$ cat src/rtl/xbee_frame_parser_pkg.sv
// xbee_pkg: shared constants and the parser state type for the XBee API
// frame parser (xbee_frame_parser, xbee_frame_buf).
// Optional feature macro used by the parser: XBEE_PARSER_ESCAPE_EN.
package xbee_pkg;

  localparam logic [7:0] START_DELIM = 8'h7E;
  localparam logic [7:0] ESC_BYTE    = 8'h7D;
  localparam logic [7:0] ESC_XOR     = 8'h20;
  localparam logic [7:0] CKSUM_GOOD  = 8'hFF;

  typedef enum logic [2:0] {
    ST_HUNT,
    ST_LEN_MSB,
    ST_LEN_LSB,
    ST_DATA,
    ST_CKSUM,
    ST_HOLD
  } parser_state_t;

  // 8-bit wrapping checksum accumulation.
  function automatic logic [7:0] cksumAdd(input logic [7:0] a, input logic [7:0] b);
    return a + b;
  endfunction

endpackage

$ cat src/rtl/xbee_frame_parser_if.sv
// xbee_frame_parser_if: bundles the UART byte input, the host read port with
// its valid/ack handshake, and the error pulses of xbee_frame_parser.
//   master : UART receiver + host side (drives rx_*, rd_addr, frame_ack)
//   slave  : parser side (drives frame_*, rd_data, *_err)
interface xbee_frame_parser_if #(
  parameter int ADDR_W = 5
);
  logic [7:0]        rx_data;
  logic              rx_ready;
  logic              frame_valid;
  logic [ADDR_W:0]   frame_len;
  logic [7:0]        frame_type;
  logic [ADDR_W-1:0] rd_addr;
  logic [7:0]        rd_data;
  logic              frame_ack;
  logic              cksum_err;
  logic              len_err;
  logic              timeout_err;
  logic              overrun_err;

  modport master (
    output rx_data, rx_ready, rd_addr, frame_ack,
    input  frame_valid, frame_len, frame_type, rd_data,
           cksum_err, len_err, timeout_err, overrun_err
  );

  modport slave (
    input  rx_data, rx_ready, rd_addr, frame_ack,
    output frame_valid, frame_len, frame_type, rd_data,
           cksum_err, len_err, timeout_err, overrun_err
  );
endinterface

$ cat src/rtl/xbee_frame_buf.sv
// xbee_frame_buf: 2**ADDR_W x 8 simple dual-port frame buffer.
//   clk, reset : clock, async active-high reset (read register only)
//   wrEn/wrAddr/wrData : write port from the parser
//   rdAddr/rdData      : registered read port (1-cycle latency)
module xbee_frame_buf #(
  parameter int ADDR_W = 5
) (
  input  logic              clk,
  input  logic              reset,
  input  logic              wrEn,
  input  logic [ADDR_W-1:0] wrAddr,
  input  logic [7:0]        wrData,
  input  logic [ADDR_W-1:0] rdAddr,
  output logic [7:0]        rdData
);

  logic [7:0] mem [2**ADDR_W];

  // Storage carries no reset so it can map onto block/distributed RAM.
  always_ff @(posedge clk) begin
    if (wrEn) mem[wrAddr] <= wrData;
  end

  always_ff @(posedge clk or posedge reset) begin
    if (reset) rdData <= '0;
    else       rdData <= mem[rdAddr];
  end

endmodule

$ cat src/rtl/xbee_frame_parser.sv
// xbee_frame_parser: XBee API frame parser downstream of a UART receiver.
// Hunts for 0x7E, captures length / frame data / checksum, stores the frame
// data in xbee_frame_buf and holds a checksum-good frame for the host until
// frame_ack.
//   clk, reset : clock, async active-high reset
//   bus        : xbee_frame_parser_if.slave (rx byte in, host read port,
//                valid/ack handshake, single-cycle error pulses)
// Parameters: MAX_LEN (largest frame-data length), ADDR_W (buffer address
// width, 2**ADDR_W >= MAX_LEN), TIMEOUT_CYCLES (inter-byte timeout).
// Build option: define XBEE_PARSER_ESCAPE_EN for API mode 2 escaping.
module xbee_frame_parser #(
  parameter int MAX_LEN        = 32,
  parameter int ADDR_W         = 5,
  parameter int TIMEOUT_CYCLES = 1_000_000
) (
  input logic clk,
  input logic reset,
  xbee_frame_parser_if.slave bus
);
  import xbee_pkg::*;

  localparam int TW = (TIMEOUT_CYCLES > 1) ? $clog2(TIMEOUT_CYCLES) : 1;
  localparam logic [TW-1:0] TMO_LAST = TW'(TIMEOUT_CYCLES - 1);

  if (2**ADDR_W < MAX_LEN) begin : gBadCfg
    $error("xbee_frame_parser: 2**ADDR_W must be >= MAX_LEN");
  end

  parser_state_t     state, stateNxt;
  logic              rdyQ, accept;
  logic [7:0]        lenMsb, lenMsbNxt;
  logic [ADDR_W:0]   len, lenNxt, idx, idxNxt, idxInc;
  logic [7:0]        sum, sumNxt, sumAdd;
  logic              esc, escNxt;
  logic [7:0]        typeQ, typeNxt;
  logic [7:0]        frameTypeQ;
  logic [ADDR_W:0]   frameLenQ;
  logic [TW-1:0]     tmoCnt;
  logic              commit;
  logic              cksumErrNxt, lenErrNxt, tmoErrNxt, ovrErrNxt;
  logic              cksumErrQ, lenErrQ, tmoErrQ, ovrErrQ;
  logic              wrEn;
  logic [7:0]        byteEff;
  logic [15:0]       lenVal;
  logic              inFrame, tmoHit, escPrefix, restart;

  // Byte strobe: rising edge of the rx_ready level.
  assign accept  = bus.rx_ready & ~rdyQ;
  assign inFrame = (state != ST_HUNT) && (state != ST_HOLD);
  assign byteEff = esc ? (bus.rx_data ^ ESC_XOR) : bus.rx_data;
  assign lenVal  = {lenMsb, byteEff};
  assign idxInc  = idx + 1'b1;
  assign sumAdd  = cksumAdd(sum, byteEff);
  // An accept on the expiry cycle counts as activity, so it wins.
  assign tmoHit  = inFrame && !accept && (tmoCnt == TMO_LAST);

`ifdef XBEE_PARSER_ESCAPE_EN
  assign escPrefix = accept && inFrame && !esc && (bus.rx_data == ESC_BYTE);
  assign restart   = accept && inFrame && !esc && (bus.rx_data == START_DELIM);
`else
  assign escPrefix = 1'b0;
  assign restart   = 1'b0;
`endif

  always_ff @(posedge clk or posedge reset) begin
    if (reset) rdyQ <= 1'b0;
    else       rdyQ <= bus.rx_ready;
  end

  always_ff @(posedge clk or posedge reset) begin
    if (reset)                                                tmoCnt <= '0;
    else if (accept || state == ST_HUNT || state == ST_HOLD)  tmoCnt <= '0;
    else if (tmoCnt != TMO_LAST)                              tmoCnt <= tmoCnt + 1'b1;
  end

  always_ff @(posedge clk or posedge reset) begin
    if (reset) begin
      state      <= ST_HUNT;
      lenMsb     <= '0;
      len        <= '0;
      idx        <= '0;
      sum        <= '0;
      esc        <= 1'b0;
      typeQ      <= '0;
      frameLenQ  <= '0;
      frameTypeQ <= '0;
      cksumErrQ  <= 1'b0;
      lenErrQ    <= 1'b0;
      tmoErrQ    <= 1'b0;
      ovrErrQ    <= 1'b0;
    end else begin
      state     <= stateNxt;
      lenMsb    <= lenMsbNxt;
      len       <= lenNxt;
      idx       <= idxNxt;
      sum       <= sumNxt;
      esc       <= escNxt;
      typeQ     <= typeNxt;
      cksumErrQ <= cksumErrNxt;
      lenErrQ   <= lenErrNxt;
      tmoErrQ   <= tmoErrNxt;
      ovrErrQ   <= ovrErrNxt;
      // Host-visible length/type only change when a new frame is committed.
      if (commit) begin
        frameLenQ  <= len;
        frameTypeQ <= typeQ;
      end
    end
  end

  always_comb begin
    stateNxt    = state;
    lenMsbNxt   = lenMsb;
    lenNxt      = len;
    idxNxt      = idx;
    sumNxt      = sum;
    escNxt      = esc;
    typeNxt     = typeQ;
    wrEn        = 1'b0;
    commit      = 1'b0;
    cksumErrNxt = 1'b0;
    lenErrNxt   = 1'b0;
    tmoErrNxt   = 1'b0;
    ovrErrNxt   = 1'b0;

    unique case (state)
      ST_HUNT: begin
        escNxt = 1'b0;
        if (accept && bus.rx_data == START_DELIM) stateNxt = ST_LEN_MSB;
      end

      ST_HOLD: begin
        escNxt = 1'b0;
        // Ack wins over a coincident byte, which is then judged as in HUNT.
        if (bus.frame_ack) begin
          if (accept && bus.rx_data == START_DELIM) stateNxt = ST_LEN_MSB;
          else                                      stateNxt = ST_HUNT;
        end else if (accept) begin
          ovrErrNxt = 1'b1;
        end
      end

      default: begin
        if (tmoHit) begin
          tmoErrNxt = 1'b1;
          escNxt    = 1'b0;
          stateNxt  = ST_HUNT;
        end else if (restart) begin
          escNxt   = 1'b0;
          stateNxt = ST_LEN_MSB;
        end else if (escPrefix) begin
          escNxt = 1'b1;
        end else if (accept) begin
          escNxt = 1'b0;
          case (state)
            ST_LEN_MSB: begin
              lenMsbNxt = byteEff;
              stateNxt  = ST_LEN_LSB;
            end
            ST_LEN_LSB: begin
              if (lenVal == 16'd0 || lenVal > 16'(MAX_LEN)) begin
                lenErrNxt = 1'b1;
                stateNxt  = ST_HUNT;
              end else begin
                lenNxt   = lenVal[ADDR_W:0];
                idxNxt   = '0;
                sumNxt   = '0;
                stateNxt = ST_DATA;
              end
            end
            ST_DATA: begin
              wrEn   = 1'b1;
              sumNxt = sumAdd;
              idxNxt = idxInc;
              if (idx == '0) typeNxt = byteEff;
              if (idxInc == len) stateNxt = ST_CKSUM;
            end
            ST_CKSUM: begin
              if (sumAdd == CKSUM_GOOD) begin
                commit   = 1'b1;
                stateNxt = ST_HOLD;
              end else begin
                cksumErrNxt = 1'b1;
                stateNxt    = ST_HUNT;
              end
            end
            default: stateNxt = ST_HUNT;
          endcase
        end
      end
    endcase
  end

  xbee_frame_buf #(
    .ADDR_W(ADDR_W)
  ) uBuf (
    .clk    (clk),
    .reset  (reset),
    .wrEn   (wrEn),
    .wrAddr (idx[ADDR_W-1:0]),
    .wrData (byteEff),
    .rdAddr (bus.rd_addr),
    .rdData (bus.rd_data)
  );

  assign bus.frame_valid = (state == ST_HOLD);
  assign bus.frame_len   = frameLenQ;
  assign bus.frame_type  = frameTypeQ;
  assign bus.cksum_err   = cksumErrQ;
  assign bus.len_err     = lenErrQ;
  assign bus.timeout_err = tmoErrQ;
  assign bus.overrun_err = ovrErrQ;

endmodule

$ cat src/flat_wrapper.sv
// flat-port wrapper written by rule: the top's interface ports become plain ports
module xbee_frame_parser_flat import xbee_pkg::*;
#(
  parameter int MAX_LEN        = 32,
  parameter int ADDR_W         = 5,
  parameter int TIMEOUT_CYCLES = 1_000_000
)
  (clk, reset, bus_rx_data, bus_rx_ready, bus_rd_addr, bus_frame_ack, bus_frame_valid, bus_frame_len, bus_frame_type, bus_rd_data, bus_cksum_err, bus_len_err, bus_timeout_err, bus_overrun_err);
  xbee_frame_parser_if #(.ADDR_W(ADDR_W)) bus_i ();
  input logic clk;
  input logic reset;
  input wire logic [$bits(bus_i.rx_data)-1:0] bus_rx_data;
  input wire logic [$bits(bus_i.rx_ready)-1:0] bus_rx_ready;
  input wire logic [$bits(bus_i.rd_addr)-1:0] bus_rd_addr;
  input wire logic [$bits(bus_i.frame_ack)-1:0] bus_frame_ack;
  output wire logic [$bits(bus_i.frame_valid)-1:0] bus_frame_valid;
  output wire logic [$bits(bus_i.frame_len)-1:0] bus_frame_len;
  output wire logic [$bits(bus_i.frame_type)-1:0] bus_frame_type;
  output wire logic [$bits(bus_i.rd_data)-1:0] bus_rd_data;
  output wire logic [$bits(bus_i.cksum_err)-1:0] bus_cksum_err;
  output wire logic [$bits(bus_i.len_err)-1:0] bus_len_err;
  output wire logic [$bits(bus_i.timeout_err)-1:0] bus_timeout_err;
  output wire logic [$bits(bus_i.overrun_err)-1:0] bus_overrun_err;
  assign bus_i.rx_data = bus_rx_data;
  assign bus_i.rx_ready = bus_rx_ready;
  assign bus_i.rd_addr = bus_rd_addr;
  assign bus_i.frame_ack = bus_frame_ack;
  assign bus_frame_valid = bus_i.frame_valid;
  assign bus_frame_len = bus_i.frame_len;
  assign bus_frame_type = bus_i.frame_type;
  assign bus_rd_data = bus_i.rd_data;
  assign bus_cksum_err = bus_i.cksum_err;
  assign bus_len_err = bus_i.len_err;
  assign bus_timeout_err = bus_i.timeout_err;
  assign bus_overrun_err = bus_i.overrun_err;
  xbee_frame_parser #(.MAX_LEN(MAX_LEN), .ADDR_W(ADDR_W), .TIMEOUT_CYCLES(TIMEOUT_CYCLES)) u_core (.clk(clk), .reset(reset), .bus(bus_i));
endmodule
$ cat config.mk
export PLATFORM = sky130hd
export DESIGN_NAME = xbee_frame_parser_flat
export DESIGN_NICKNAME = d
export VERILOG_FILES = /design/src/rtl/xbee_frame_parser_pkg.sv /design/src/rtl/xbee_frame_parser_if.sv /design/src/rtl/xbee_frame_buf.sv /design/src/rtl/xbee_frame_parser.sv /design/src/flat_wrapper.sv
export SDC_FILE = /design/constraint.sdc
export NUM_CORES = 1
export LEC_CHECK = 0
export BUFFER_PORTS_ARGS = -buffer_cell sky130_fd_sc_hd__buf_2
export CAP_MARGIN = 5
export CORE_AREA = 2 2 156 158
export CTS_CLUSTER_SIZE = 24
export DETAILED_ROUTE_END_ITERATION = 7
export DIE_AREA = 0 0 158 160
export GPL_TIMING_DRIVEN = 0
export PLACE_DENSITY = 0.74
export SETUP_SLACK_MARGIN = 0.1
export SYNTH_ARGS = -nofsm -noshare
export SYNTH_HDL_FRONTEND = slang
export SYNTH_SLANG_ARGS = --single-unit
$ cat constraint.sdc
create_clock -name clk -period 8.56 [get_ports clk]
set_input_delay 0.856 -clock clk [delete_from_list [all_inputs] [get_ports clk]]
set_output_delay 0.856 -clock clk [all_outputs]
set_load 0.01 [all_outputs]
# After elaboration in Yosys (flattened, before gate mapping)
# Memories as Yosys holds them, arrays and structs flattened. A register that Yosys moved wholly into a read port is not among the register bits.
# Index checks and enable logic that the tools add are counted.
# op_classes
n_mux	46
add_sub_neg	3
n_reduce_logical	22
eq_ne	15
magnitude_cmp	1
n_bitwise	6
# ops
operator	n
20-bit two-way mux	2
1-bit two-way mux	30
20-bit by 1-bit adder with 20-bit output, second input constant	1
20-bit == test, second input constant	1
20-bit inequality test, second input constant	1
3-bit two-way mux	6
16-bit by 6-bit > comparator with 1-bit output, second input constant	1
16-bit zero test	1
8-bit case mux with 2 select lines	1
5-bit AND reduction	3
6-bit two-way mux	2
3-bit case mux with 4 select lines	1
6-bit case mux with 2 select lines	1
8-bit adder	1
8-bit by 7-bit == test with 1-bit output, second input constant	1
8-bit == test, second input constant	1
8-bit two-way mux	1
4-bit AND reduction	2
6-bit by 1-bit adder with 6-bit output, second input constant	1
3-bit by 2-bit == test with 1-bit output, second input constant	2
3-bit == test, second input constant	2
6-bit == test	1
6-bit zero test	1
2-bit inequality test, second input constant	3
15 further kinds	26
# totals
mem_count	1
wordCells	109
regBits	79
out_inout_bits	27
input_bits	17
ramBits	256
# memory_table
memory	words	width	read_ports	rd_ports_with_merged_regs	write_ports	line	source
u_core.uBuf.mem	32	8	1	1	1	xbee_frame_buf.sv:17	logic [7:0] mem [2**ADDR_W];

# Longest topological paths before layout
# depth
word_depth	9
depth_mapped	10
depth_no_buf	9

# Modules after synthesis
# From an unflattened synthesis, not the netlist that was laid out.
# unflattened
hier_cells	790
hier_area_um2	14053.5
# modules_own_cells
module	seq_area_each_um2	instances	cells_per_inst	area_per_inst_um2
xbee_frame_buf	7887.6	1	418	10097.2
xbee_frame_parser	1951.9	1	372	3956.3

# Worst setup path after synthesis
# No wires, ideal clock.
# synth_path
kind	input-to-reg
start	input bus_rx_data[0]
end	register u_core.frameLenQ[0] (netlist: u_core.bus.frame_len[0])
t_arrival_ps	3100
path_stages	10
path_buffers	1
setup_time_ps	125
required_time_ps	8435
setup_slack_ps	5335
path_cell_list	ha_1 > inv_1 > fa_1 > nand2b_1 > a21oi_1 > mux2i_1 > o32ai_2 > nor3_2 > buf_2 > mux2_2
# synth_between
elab_chain_len	8
# synth_rtl
item	line	source
from (decl)	flat_wrapper.sv:12	input wire logic [$bits(bus_i.rx_data)-1:0] bus_rx_data;
6-bit two-way mux	xbee_frame_parser.sv:50	assign byteEff = esc ? (bus.rx_data ^ ESC_XOR) : bus.rx_data;
8-bit adder	xbee_frame_parser_pkg.sv:22	return a + b;
8-bit == test	xbee_frame_parser.sv:179	if (sumAdd == CKSUM_GOOD) begin
1-bit two-way mux	xbee_frame_parser.sv:179	
1-bit two-way mux	xbee_frame_parser.sv:155	case (state)
1-bit two-way mux	xbee_frame_parser.sv:153	end else if (accept) begin
1-bit two-way mux	xbee_frame_parser.sv:144	if (tmoHit) begin
1-bit two-way mux	xbee_frame_parser.sv:126	unique case (state)
to (signal assigned)	xbee_frame_parser.sv:105	frameLenQ <= len;
to (decl)	xbee_frame_parser.sv:37	logic [ADDR_W:0] frameLenQ;
# No other way between the ends.
# A chain may end at the register's enable or synchronous reset.

# Worst setup path after layout
# layout_path
start	input bus_rx_data[0]
end	register u_core.frameTypeQ[7] (netlist: u_core.bus.frame_type[7])
# layout_between
elab_chain_len	8
# layout_rtl
item	line	source
6-bit two-way mux	xbee_frame_parser.sv:50	
8-bit adder	xbee_frame_parser_pkg.sv:22	
8-bit == test	xbee_frame_parser.sv:179	
1-bit two-way mux	xbee_frame_parser.sv:179	
1-bit two-way mux	xbee_frame_parser.sv:155	
1-bit two-way mux	xbee_frame_parser.sv:153	
1-bit two-way mux	xbee_frame_parser.sv:144	
1-bit two-way mux	xbee_frame_parser.sv:126	
to (signal assigned)	xbee_frame_parser.sv:106	frameTypeQ <= typeQ;
to (decl)	xbee_frame_parser.sv:36	logic [7:0] frameTypeQ;
# No other way between the ends.

==> impl_metrics.env <==
export IMPL_syn_to_final_growth_pct=12.66
export IMPL_routed_wl_mm=28.96
export IMPL_clock_skew_ns=0.01053
export IMPL_hp_class="primary input to asynchronous set/reset pin"
export IMPL_synthDistinctLibCells=57
export IMPL_clk_latency_ns=0.51
export IMPL_p_seq_share_pct=48.9
export IMPL_cts_hold_fix_buffers=0
export IMPL_combinationalPowerShare_pct=12.5
export IMPL_relSlewSlack_pct=38.22
export IMPL_finalCritPeriodShare_pct=46.13
export IMPL_hold_violations=0
export IMPL_syn_inst=785
export IMPL_grt_pass1_wl_mm=44.56
export IMPL_grt_total_usage_pct=23.82
export IMPL_syn_avg_cell_area_um2=17.85
export IMPL_syn_area_um2=14010
export IMPL_dominantRegCellSynth="edfxtp_1"
export IMPL_syn_nets=815
export IMPL_drive_gt1_share_pct=26.27
export IMPL_worst_pin_slew_ns=0.9266
export IMPL_path_cells="buf_2 -> ha_1 -> inv_1 -> fa_1 -> nand2b_1 -> a21oi_1 -> mux2i_1 -> o32ai_2 -> nor3_2 -> buf_2 -> mux2_2"
export IMPL_ys_async_sr_fraction_pct=25.15
export IMPL_io_pins=44
export IMPL_switching_share_pct=24.14
export IMPL_start_util_pct=58.83
export IMPL_vias=7414
export IMPL_powerDensity_nw_per_um2=249.2
export IMPL_arrival_ns=4.34
export IMPL_setup_tns_ns=0
export IMPL_path_clk_slew_ns=0.06
export IMPL_cts_setup_buffers=0
export IMPL_synth_edff_count=256
export IMPL_clock_path_buffers=3
export IMPL_dieHeight_um=160
export IMPL_antenna_left=0
export IMPL_root_buffer="clkbuf_16"
export IMPL_crit_top_cell="buf_2"
export IMPL_fin_crit_ns=3.949
export IMPL_ys_seq_area_share_pct=70.21
export IMPL_wl_per_cell_um=23.91
export IMPL_route_detailed_drc=0
export IMPL_slew_viol_final=0
export IMPL_nFillCells=1610
export IMPL_worst_path_largest_cell_delay_ns=0.59
export IMPL_final_area_um2=15790
export IMPL_dr_pass1_iters=5
export IMPL_htree_levels=2
export IMPL_max_cap_violations=0
export IMPL_irDropWorstVdd_mv=0.1764
export IMPL_place_ws_ns=4.114
export IMPL_n_antenna_cell=0
export IMPL_critPathMaxFanout=38
export IMPL_rows=57
export IMPL_grt_overflow=0
export IMPL_p_int_mw=2.985
export IMPL_cpMaxStageDelayCell="buf_2"
export IMPL_ys_warn_count=0
export IMPL_cp_end_kind="register"
export IMPL_rsz0062_at_grt="false"
export IMPL_cts_tree="done"
export IMPL_antenna_found_initial=0
export IMPL_critPathLaunchType="primary input"
export IMPL_io_buffers=38
export IMPL_core_region_area_um2=23820
export IMPL_numCtsBuffers=35
export IMPL_cts_repair_resized=0
export IMPL_outcome="finished, final reports clean"
export IMPL_crit_type="primary input to register"
export IMPL_synth_seq_cells=342
export IMPL_grt_max_degree=72
export IMPL_viasPerCell=6.122
export IMPL_power_leakage_nw=5.568
export IMPL_fmax_mhz=253.3
export IMPL_place_area_um2=14640
export IMPL_clock_sinks=342
export IMPL_p_switching_mw=0.9497
export IMPL_grt_pass1_vias=7488
export IMPL_hpwlAfterDp_mm=18.22
export IMPL_worst_slack_ns=4.611
export IMPL_die_area_um2=25280
export IMPL_drtIter0Drc=697
export IMPL_worstPathRequired_ns=8.95
export IMPL_fin_nets=891
export IMPL_gp_congestion=0.8501
export IMPL_fp_dieW_um=158
export IMPL_setup_violations=0
export IMPL_pwr_share_clk_pct=38.5
[registers in the layout, summed over array words and instances (netlist names), 3 cells and up]
| signal | flops |
|---|---|
| u_core.lenMsb | 8 |
| u_core.bus.frame_type | 8 |
| u_core.idx | 6 |
| u_core.uBuf.rdData | 8 |
| u_core.len | 6 |
| u_core.typeQ | 8 |
| u_core.bus.frame_len | 6 |
| u_core.uBuf.mem | 256 |
| u_core.tmoCnt | 20 |
| u_core.sum | 8 |
| u_core.state | 3 |
[power by group through the flow]
stage | Clock, mW | Combinational (mW) | Sequential (mW)
after floorplan | 0 | 0.357 | 1.94
after global placement | 0 | 0.462 | 1.95
after detailed placement | 0 | 0.487 | 1.96
after CTS | 1.54 | 0.491 | 1.92
after global routing | 1.60 | 0.541 | 1.93
final | 1.52 | 0.493 | 1.92
[final timing paths]
check,start,endpoint,slack [ns],depth (start not counted)
max,bus_rx_data[0],u_core.bus.frame_type[7],4.61,11
min,reset,u_core.bus.frame_type[5],0.27,2
max reg2reg,u_core.sum[0],u_core.bus.frame_type[7],5.30,10
min reg2reg,u_core.sum[7],u_core.sum[7],0.50,2
max in group asynchronous,reset,u_core.tmoCnt[16],7.67,3
min in group clk,bus_rx_ready,u_core.rdyQ,0.49,1
[placed cells by master (no fill, tap or decap), drive strengths merged, types with 3 or more instances in the layout]
cell,count
nor3,12
and3,6
inv,10
nand2b,5
buf,54
ha,12
mux2,44
nor4,8
nor3b,4
mux4,80
nand4,5
nand3b,5
a21oi,7
or3,4
nor2b,3
clkbuf,61
nor2,70
or4,3
dfrtp,86
edfxtp,256
nand3,13
o21ai,21
xnor2,15
xor2,17
nand2,30
a22o,5
clkinv,14
bufinv,4
[cell type report]
type	instances	area, µm²	area share, %
Buffer	34	150.1	0.9510
Inverter	9	36.28	0.2298
Sequential cell	342	9839	62.32
Clock inverter	21	203.9	1.292
Tap cell	324	405.4	2.568
Clock buffer	42	944.7	5.984
Multi-Input combinational cell	400	3990	25.27
Timing Repair Buffer	39	217.7	1.379
[cell families (layout without fill, tap and decap cells)]
group | Yosys count | in the layout | share of synthesized area [%]
flip-flops | 342 | 342 | 70.21
adder cells (fa/ha/maj) | 13 | 13 | 1.214
buffers and inverters | 43 | 145 | 1.312
AO/OA/AOI/OAI | 50 | 50 | 2.411
multiplexers | 125 | 125 | 16.46
XOR/XNOR | 32 | 32 | 2.000
AND/OR/NAND/NOR | 180 | 180 | 6.384
[per-stage QoR]
step                      total power, mW  cells  hold slack, ns  util [%]
final                               3.935   1211          0.2672     66.28
after global routing                4.073   1211          0.2761     66.28
after CTS                           3.950   1211          0.2650     66.28
after detailed placement            2.444   1148          0.4781     61.46
after global placement              2.411   1147          0.4699     61.33
after floorplan                     2.299    785          0.4538         -
[critical path, delay by kind of cell]
kind                       cells  cell delay [ns]
buffers and inverters          3             1.02
adders and majority gates      2             0.73
muxes                          2             0.68
and+or+nand+nor                2             0.67
AOI/OAI and AO/OA              2             0.38
[per-layer routing]
| layer | wire [µm] | track usage, % | vias to the layer above |
|---|---|---|---|
| met5 | 0 | 0 | - |
| met4 | 572 | 6.593 | 0 |
| met1 | 12100 | 34.92 | 3832 |
| met2 | 14390 | 38.28 | 302 |
| met3 | 1897 | 3.392 | 44 |
| li1 | - | - | 3236 |
[synthesized netlist by cell type (2+ instances only)]
master	n	area [µm²]
o21a_1	2	15.01
mux4_2	80	1802
buf_1	4	15.01
a22o_1	5	43.79
or4b_1	2	20.02
dfrtp_1	86	2152
nor2_1	70	262.8
nor4b_1	2	17.52
or3_1	4	25.02
nand4_1	5	31.28
xnor2_1	15	131.4
nand3_1	13	65.06
nor3_1	10	50.05
nand2_1	30	112.6
nand4b_1	2	17.52
a21oi_1	7	35.03
and3_1	6	37.54
and4_1	2	17.52
nor3b_1	4	30.03
o21ai_0	17	85.08
mux2_2	44	495.5
inv_1	9	33.78
xor2_1	17	148.9
nand3b_1	5	37.54
nor2b_1	3	18.77
nor4_1	8	50.05
clkbuf_1	19	71.32
o21ai_1	3	15.01
or4_1	3	22.52
buf_2	9	45.04
nor3_2	2	20.02
ha_1	12	150.1
nand2b_1	5	31.28
o211ai_1	2	15.01
edfxtp_1	256	7687
No activity file was read; power rests on OpenSTA's default activity.
